==> src/rtl/bira_repair_engine.sv <==
// Built-in redundancy analysis: allocates spare rows/columns over an MBIST fault list.
// Optional must-repair pre-pass in ANALYZE is enabled with `define BIRA_MUST_REPAIR_EN.
module bira_repair_engine #(
  parameter int MAX_ROWS   = 16,
  parameter int MAX_COLS   = 16,
  parameter int MAX_FAULTS = 8,
  parameter int SPARE_ROWS = 4,
  parameter int SPARE_COLS = 4,
  localparam int RW  = $clog2(MAX_ROWS),
  localparam int CW  = $clog2(MAX_COLS),
  localparam int EW  = RW + CW + 2
) (
  input  logic                     clk,
  input  logic                     rst,
  input  logic                     start_bira,
  input  logic [3:0]               fault_count,
  input  logic [MAX_FAULTS*EW-1:0] fault_list,
  output logic                     bira_done,
  output logic                     bira_success,
  output logic [MAX_ROWS-1:0]      row_repair_sig,
  output logic [MAX_COLS-1:0]      col_repair_sig
);

  localparam int RCW  = RW + CW;
  localparam int CNTW = $clog2(MAX_FAULTS + 1);
  localparam int IW   = (MAX_FAULTS > 1) ? $clog2(MAX_FAULTS) : 1;
  localparam int RUW  = $clog2(SPARE_ROWS + 1);
  localparam int CUW  = $clog2(SPARE_COLS + 1);

  typedef enum logic [1:0] {IDLE, ANALYZE, ALLOC, DONE} state_t;

  state_t                   state_q, state_n;
  logic [IW-1:0]            idx_q, idx_n;
  logic [CNTW-1:0]          cnt_q, cnt_n;
  logic [MAX_FAULTS*RCW-1:0] list_q, list_n;
  logic [MAX_ROWS-1:0]      rsig_n;
  logic [MAX_COLS-1:0]      csig_n;
  logic [RUW-1:0]           ru_q, ru_n;
  logic [CUW-1:0]           cu_q, cu_n;
  logic                     fail_q, fail_n;
  logic                     done_n, succ_n;
  logic [RW-1:0]            erow;
  logic [CW-1:0]            ecol;
  logic [2*MAX_FAULTS-1:0]  unused_type;

  // Only {row, col} is kept; fault_type bits are discarded at the port.
  for (genvar g = 0; g < MAX_FAULTS; g++) begin : g_type
    assign unused_type[2*g +: 2] = fault_list[g*EW +: 2];
  end

  assign erow = list_q[int'(idx_q)*RCW + CW +: RW];
  assign ecol = list_q[int'(idx_q)*RCW +: CW];

  always_ff @(posedge clk) begin
    if (rst) begin
      state_q        <= IDLE;
      idx_q          <= '0;
      cnt_q          <= '0;
      list_q         <= '0;
      row_repair_sig <= '0;
      col_repair_sig <= '0;
      ru_q           <= '0;
      cu_q           <= '0;
      fail_q         <= 1'b0;
      bira_done      <= 1'b0;
      bira_success   <= 1'b0;
    end else begin
      state_q        <= state_n;
      idx_q          <= idx_n;
      cnt_q          <= cnt_n;
      list_q         <= list_n;
      row_repair_sig <= rsig_n;
      col_repair_sig <= csig_n;
      ru_q           <= ru_n;
      cu_q           <= cu_n;
      fail_q         <= fail_n;
      bira_done      <= done_n;
      bira_success   <= succ_n;
    end
  end

  always_comb begin
    state_n = state_q;
    idx_n   = idx_q;
    cnt_n   = cnt_q;
    list_n  = list_q;
    rsig_n  = row_repair_sig;
    csig_n  = col_repair_sig;
    ru_n    = ru_q;
    cu_n    = cu_q;
    fail_n  = fail_q;
    done_n  = 1'b0;
    succ_n  = 1'b0;
    case (state_q)
      IDLE, DONE: begin
        if (state_q == DONE) begin
          done_n = 1'b1;
          succ_n = !fail_q;
        end
        if (start_bira) begin
          for (int i = 0; i < MAX_FAULTS; i++)
            list_n[i*RCW +: RCW] = fault_list[i*EW + 2 +: RCW];
          cnt_n   = (int'(fault_count) > MAX_FAULTS) ? CNTW'(MAX_FAULTS) : CNTW'(fault_count);
          rsig_n  = '0;
          csig_n  = '0;
          ru_n    = '0;
          cu_n    = '0;
          fail_n  = 1'b0;
          done_n  = 1'b0;
          succ_n  = 1'b0;
          state_n = ANALYZE;
        end
      end
      ANALYZE: begin
`ifdef BIRA_MUST_REPAIR_EN
        // Row and column must-sets both come from the raw list, not from each other.
        for (int r = 0; r < MAX_ROWS; r++) begin : must_row
          int hits;
          hits = 0;
          for (int i = 0; i < MAX_FAULTS; i++)
            if (i < int'(cnt_q) && list_q[i*RCW + CW +: RW] == RW'(r)) hits++;
          if (hits > SPARE_COLS) begin
            if (ru_n < RUW'(SPARE_ROWS)) begin
              rsig_n[r] = 1'b1;
              ru_n      = ru_n + 1'b1;
            end else begin
              fail_n = 1'b1;
            end
          end
        end
        for (int c = 0; c < MAX_COLS; c++) begin : must_col
          int hits;
          hits = 0;
          for (int i = 0; i < MAX_FAULTS; i++)
            if (i < int'(cnt_q) && list_q[i*RCW +: CW] == CW'(c)) hits++;
          if (hits > SPARE_ROWS) begin
            if (cu_n < CUW'(SPARE_COLS)) begin
              csig_n[c] = 1'b1;
              cu_n      = cu_n + 1'b1;
            end else begin
              fail_n = 1'b1;
            end
          end
        end
`endif
        idx_n   = '0;
        state_n = ALLOC;
      end
      ALLOC: begin
        if (CNTW'(idx_q) < cnt_q && !(row_repair_sig[erow] || col_repair_sig[ecol])) begin
          if (ru_q < RUW'(SPARE_ROWS)) begin
            rsig_n[erow] = 1'b1;
            ru_n         = ru_q + 1'b1;
          end else if (cu_q < CUW'(SPARE_COLS)) begin
            csig_n[ecol] = 1'b1;
            cu_n         = cu_q + 1'b1;
          end else begin
            fail_n = 1'b1;
          end
        end
        if (idx_q == IW'(MAX_FAULTS - 1)) state_n = DONE;
        else idx_n = idx_q + 1'b1;
      end
      default: state_n = IDLE;
    endcase
  end

endmodule

==> config.mk <==
export PLATFORM = sky130hd
export DESIGN_NAME = bira_repair_engine
export DESIGN_NICKNAME = d
export VERILOG_FILES = /design/src/rtl/bira_repair_engine.sv
export SDC_FILE = /design/constraint.sdc
export NUM_CORES = 1
export LEC_CHECK = 0
export BUFFER_PORTS_ARGS = -buffer_cell sky130_fd_sc_hd__buf_2
export CORE_ASPECT_RATIO = 0.6
export CORE_MARGIN = 2
export CORE_UTILIZATION = 30
export CTS_BUF_LIST = sky130_fd_sc_hd__clkbuf_16
export DETAILED_ROUTE_END_ITERATION = 8
export GPL_TIMING_DRIVEN = 0
export HOLD_SLACK_MARGIN = 0.15
export SYNTH_ARGS = -nofsm -noshare
export SYNTH_HDL_FRONTEND = slang
export SYNTH_SLANG_ARGS = --single-unit
==> constraint.sdc <==
create_clock -name clk -period 8.15 [get_ports clk]
set_input_delay 1.63 -clock clk [delete_from_list [all_inputs] [get_ports clk]]
set_output_delay 1.63 -clock clk [all_outputs]
set_load 0.01 [all_outputs]
# [Yosys cells after proc, flatten, opt, wreduce, memory -nomap -nowiden]
# Cells that the tools add are included.
[word_totals] reg_bits=114 latch_bits=0 ram_bits=0 rom_bits=0 input_bits=87 output_inout_bits=34 wordCells=95 n_memories=0
[classes] addsub=4 multipliers=0 n_div=0 n_lt_le_gt_ge=8 eq_ne=12 n_shift=2 n_mux=36 bitwise=4 n_reduce_logical=18
[ops] op="$mux W16" count=6
[ops] op="$pmux W16 S2" count=2
[ops] op="$shiftx A64 B7 Y4" count=1
[ops] op="$shiftx A64 B8 Y4" count=1
[ops] op="$or A16 B16 Y16" count=2
[ops] op="$mux W3" count=7
[ops] op="$pmux W3 S2" count=3
[ops] op="$ne A2 B2 Y1 const B" count=8
[ops] op="$lt A4 B5 Y1 const B" count=2
[ops] op="$reduce_and A5 Y1" count=2
[ops] op="$add A3 B1 Y3 const B" count=3
[ops] op="$mux W1" count=9
[ops] op="$bmux W1 S4" count=2
[ops] op="$demux W1 S4" count=2
[ops] op="$ge A4 B1 Y1 const B" count=2
[ops] op="$add A6 B3 Y7 const B" count=1
[ops] op="$lt A3 B3 Y1 const B" count=2
[ops] op="$pmux W2 S3" count=1
[ops] op="$reduce_and A2 Y1" count=3
[ops] op="$eq A2 B2 Y1 const B" count=2
[ops] op="$gt A4 B4 Y1 const B" count=1
[ops] op="$lt A3 B4 Y1" count=1
[ops] op="$mux W2" count=2
[ops] op="$mux W4" count=1
[ops] op="other kinds (13)" count=18

# [Longest topological paths before layout]
[depth] ltp_word=10 ltp_mapped=12 ltp_nobuf=9

# [Least setup slack after synthesis]
# No wires, ideal clock.
[synth_path] kind="input-to-reg" from="input port start_bira" to="register cu_q[2]" setup_time_ns=0.061 t_arrival_ns=2.807 required_ns=8.089 slack_ns=5.282 path_stages=6 n_path_buf=1 cell_sequence="o221ai_1 a311oi_2 nand4_2 nor3_4 buf_6 a32o_1"
[synth_via] elab_chain_len=2
[synth_lines] element="start, declared" line="15" text="input logic start_bira,"
[synth_lines] element="$ne A2 B2 Y1 (no source line)"
[synth_lines] element="$reduce_and A5 Y1 (no source line)"
[synth_lines] element="end signal, assigned" line="75" text="cu_q <= cu_n;"
[synth_lines] element="end, declared" line="39" text="logic [CUW-1:0] cu_q, cu_n;"
# Every way passes these cells.
# A chain may end at the register's enable or synchronous reset.

# [Worst setup path after layout]
[layout_path] from="register idx_q[1]" to="register cu_q[2]"
[layout_via] elab_chain_len=9 word_cells_on_any_way=13 cone_classes="add/sub (1); order compare (1); eq/ne (1); shift (2); mux (4); reduce/logical (4)"
[layout_lines] element="start, declared" line="33" text="logic [IW-1:0] idx_q, idx_n;"
[layout_lines] element="start signal, assigned" line="69" text="idx_q <= idx_n;"
[layout_lines] element="$add A6 B3 Y7" line="51" text="assign erow = list_q[int'(idx_q)*RCW + CW +: RW];"
[layout_lines] element="$shiftx A64 B8 Y4" line="51"
[layout_lines] element="$bmux W1 S4" line="150" text="if (CNTW'(idx_q) < cnt_q && !(row_repair_sig[erow] || col_repair_sig[ecol])) begin"
[layout_lines] element="$mux W1 (implied by the code)" line="150"
[layout_lines] element="$logic_or A1 B1 Y1" line="150"
[layout_lines] element="$logic_not A1 Y1" line="150"
[layout_lines] element="$logic_and A1 B1 Y1 *" line="150"
[layout_lines] element="$ne A2 B2 Y1 (no source line) *"
[layout_lines] element="$reduce_and A5 Y1 (no source line) *"
# Every way passes the cells marked *; elsewhere a longest branch is shown, timed or not. The select of a mux whose other input is x is not followed.

==> flow_metrics.py <==
metrics = {
    "timing": {
        "period_needed_ns": 3.42,
        "fin_crit_sh_pct": 41.9,
        "slew_viol_final": 0,
        "rsz0062_at_grt": "no",
        "max_slew.worst_pin.slew_ns": 0.823,
        "clock.fmax_ghz": 0.293,
        "hold_viol_final": 0,
        "setup_viol": 0,
        "max_slew_margin_pct": 43.6,
        "fin_tns_setup_ns": 0,
        "finalClockSkew_ns": 0.00938,
    },
    "global_route": {
        "overflow": 0,
        "grt_pass1_wl_mm": 26.8,
        "antenna_found_initial": 0,
        "grt_max_degree": 17,
        "grt_usage_pct": 18.7,
        "grt_pass1_vias": 4809,
    },
    "worst_hold_path": {
        "min-delay-start": "list_q[8]$_SDFFE_PP0P_",
        "min_to": "list_q[8]$_SDFFE_PP0P_",
        "hold-path-cell-count": 2,
        "hold_class": "reg -> reg",
    },
    "logic_synthesis": {
        "synth_nets": 715,
        "syn_area_um2": 5460,
        "synth-edff-count": 0,
        "yosys_register_bits": 114,
        "syn_avg_cell_area_um2": 8.84,
        "async_reset_ff_share_pct": 0,
        "ys_types": 56,
        "netlist_instances": 617,
        "yosys_warnings": 0,
        "synth-seq-area-share_pct": 41.8,
        "synth_flop_cell": "dfxtp_1",
    },
    "flow_run": {
        "maxCapViolCount": 0,
    },
    "clock_tree": {
        "path_clk_slew_ns": 0.06,
        "cts_tree": "yes",
        "cts.sinks": 114,
        "cts_buffers": 17,
        "root_buffer": "clkbuf_16",
        "clk_latency_ns": 0.41,
        "postCtsHoldBufs": 0,
        "cts_resized": 0,
        "cts_max_level": 4,
        "cts_setup_buffers": 0,
        "cts_buffer_depth": 2,
    },
    "pwr": {
        "power_density_nw_per_um2": 304,
        "total_power_uw": 2080,
        "p_leak_uw": 0.00271,
        "peakVddDrop_uv": 184,
    },
    "routing": {
        "via_count": 5040,
        "drc": 0,
        "wire_per_inst_um": 17.6,
        "drtIter0Drc": 413,
        "drtAntennaViolNets": 0,
        "wl_mm": 17.5,
        "viasPerCell": 5.09,
        "drtPass1Iterations": 5,
    },
    "die": {
        "io_pins": 121,
        "die_h_um": 108,
        "fp.dieW_um": 178,
        "die-area_um2": 19300,
        "rows": 38,
        "core-area_um2": 17900,
        "start_util_pct": 30.4,
    },
    "critical_path": {
        "path_buf_inv": 3,
        "critPathCaptureType": "register",
        "critPathLaunchType": "register",
        "arrival_ns": 3.77,
        "path_class": "reg -> reg",
        "rr_worst_depth": 9,
        "rr_endpoint": "cu_q[2]$_SDFFE_PP0P_",
        "reg2reg_setup_slack_ns": 4.73,
        "r2r-start": "idx_q[1]$_SDFFE_PP0P_",
        "critPathSlowestCell": "mux2i_1",
        "worst-path-max-fanout": 10,
        "path_cells": "buf_2, buf_1, mux2i_1, a211o_1, o221a_1, nand4_2, nor3_4, buf_6, a32o_1",
        "worstPathRequired_ns": 8.51,
        "cp_slowest_stage_delay_ns": 0.76,
        "path_delay_family": "buffers and inverters",
    },
    "placed_design": {
        "dpl.hpwl_mm": 13.2,
        "place_congestion": 0.856,
        "io_buffers": 103,
    },
    "finish": {
        "syn_to_final_growth_pct": 25.4,
        "nets": 837,
        "layout-drive-gt1-share_pct": 23.6,
    },
    "status": {
        "status": "completed",
    },
}
-- worst reg2reg max path, delay by kind of cell (launching register included) --
family          cells  cell delay (ns)
buf+inv             3             0.95
mux                 1             0.76
flops               1             0.45
compound gates      3             0.61
simple gates        2             0.59
-- logic make-up after synthesis --
group                      Yosys count  synth area share (%)
and+or+nand+nor                    241                  20.1
AOI/OAI and AO/OA                  151                  18.7
DFF                                114                  41.8
buffers and inverters               58                  5.37
muxes                               41                  11.3
adders and majority gates           11                  2.52
xor gates and xnor gates             1                 0.161
-- worst max path at each step --
stage	endpoint	slack, ns	cells past startpoint	from
after floorplan	cu_q[2]$_SDFFE_PP0P_	5.28	6	start_bira
after global placement	ru_q[1]$_SDFFE_PP0P_	4.69	8	start_bira
after detailed placement	ru_q[0]$_SDFFE_PP0P_	4.65	8	start_bira
after CTS	row_repair_sig[7]$_SDFFE_PP0P_	4.75	9	idx_q[1]$_SDFFE_PP0P_
after global routing	cu_q[2]$_SDFFE_PP0P_	4.50	9	idx_q[1]$_SDFFE_PP0P_
final	cu_q[2]$_SDFFE_PP0P_	4.73	9	idx_q[1]$_SDFFE_PP0P_
-- synthesized netlist by cell type, drive strengths merged, types with 11 or more instances --
library cell | n | area share (%)
nor2 | 27 | 1.9
a32o | 14 | 2.6
dfxtp | 114 | 42
a22o | 23 | 3.7
mux4 | 13 | 5.6
inv | 14 | 0.96
ha | 11 | 2.5
a21oi | 77 | 7.1
nand2 | 146 | 10
mux2i | 17 | 3.3
buf | 14 | 2.3
nand3 | 13 | 1.3
mux2 | 11 | 2.4
nor3 | 21 | 2.1
clkbuf | 29 | 2.0
-- layout by cell type, fill, tap and decap left out, drive strengths merged, types with 4 or more instances in the layout --
master / count
a21oi: 77
a22o: 23
a31oi: 4
a32o: 14
buf: 117
clkbuf: 46
clkinv: 7
dfxtp: 114
ha: 11
inv: 14
mux2: 11
mux2i: 17
mux4: 13
nand2: 146
nand2b: 8
nand3: 13
nor2: 27
nor2b: 4
nor3: 21
nor3b: 9
o21ai: 10
-- where the power goes --
group / internal [uW] / switching (uW) / leakage (uW)
logic: 220 / 435 / 0.00151
clock network: 471 / 263 / 0.000271
registers: 639 / 55.0 / 0.000928
-- state kept, by name (all words and copies together) (netlist names) --
register	cells
col_repair_sig	16
state_q	2
fail_q	1
idx_q	3
cnt_q	4
bira_success	1
ru_q	3
cu_q	3
bira_done	1
row_repair_sig	16
list_q	64
-- final cells by class --
type	count	area, um2
Buffer	43	236
Fill cell	1865	11100
Clock buffer	17	425
Antenna cell	1	2.50
Clock inverter	12	144
Tap cell	240	300
Timing Repair Buffer	103	515
Multi-Input combinational cell	445	2880
Inverter	15	56.3
Sequential cell	114	2280
-- metal layers --
layer / vias up / GRT usage [%] / wire [um] / share of wire (%)
li1: 2441 / - / - / -
met1: 2385 / 28.3 / 9060 / 52
met2: 192 / 25.0 / 6590 / 38
met3: 22 / 5.84 / 1600 / 9.2
met4: 0 / 5.21 / 208 / 1.2
met5: - / 0 / 0 / 0
-- per-stage QoR --
stage | util [%] | hold WS, ns | setup WS (ns) | instances | cell area, um2
2_1_floorplan | - | 0.399 | 5.28 | 617 | 5460
3_3_place_gp | 35.0 | 0.441 | 4.69 | 960 | 6270
3_5_place_dp | 35.0 | 0.445 | 4.65 | 960 | 6270
4_1_cts | 38.2 | 0.453 | 4.75 | 989 | 6840
5_1_grt | 38.2 | 0.477 | 4.50 | 989 | 6840
6_report | 38.2 | 0.451 | 4.73 | 990 | 6840
(Power assumes the default switching activity.)
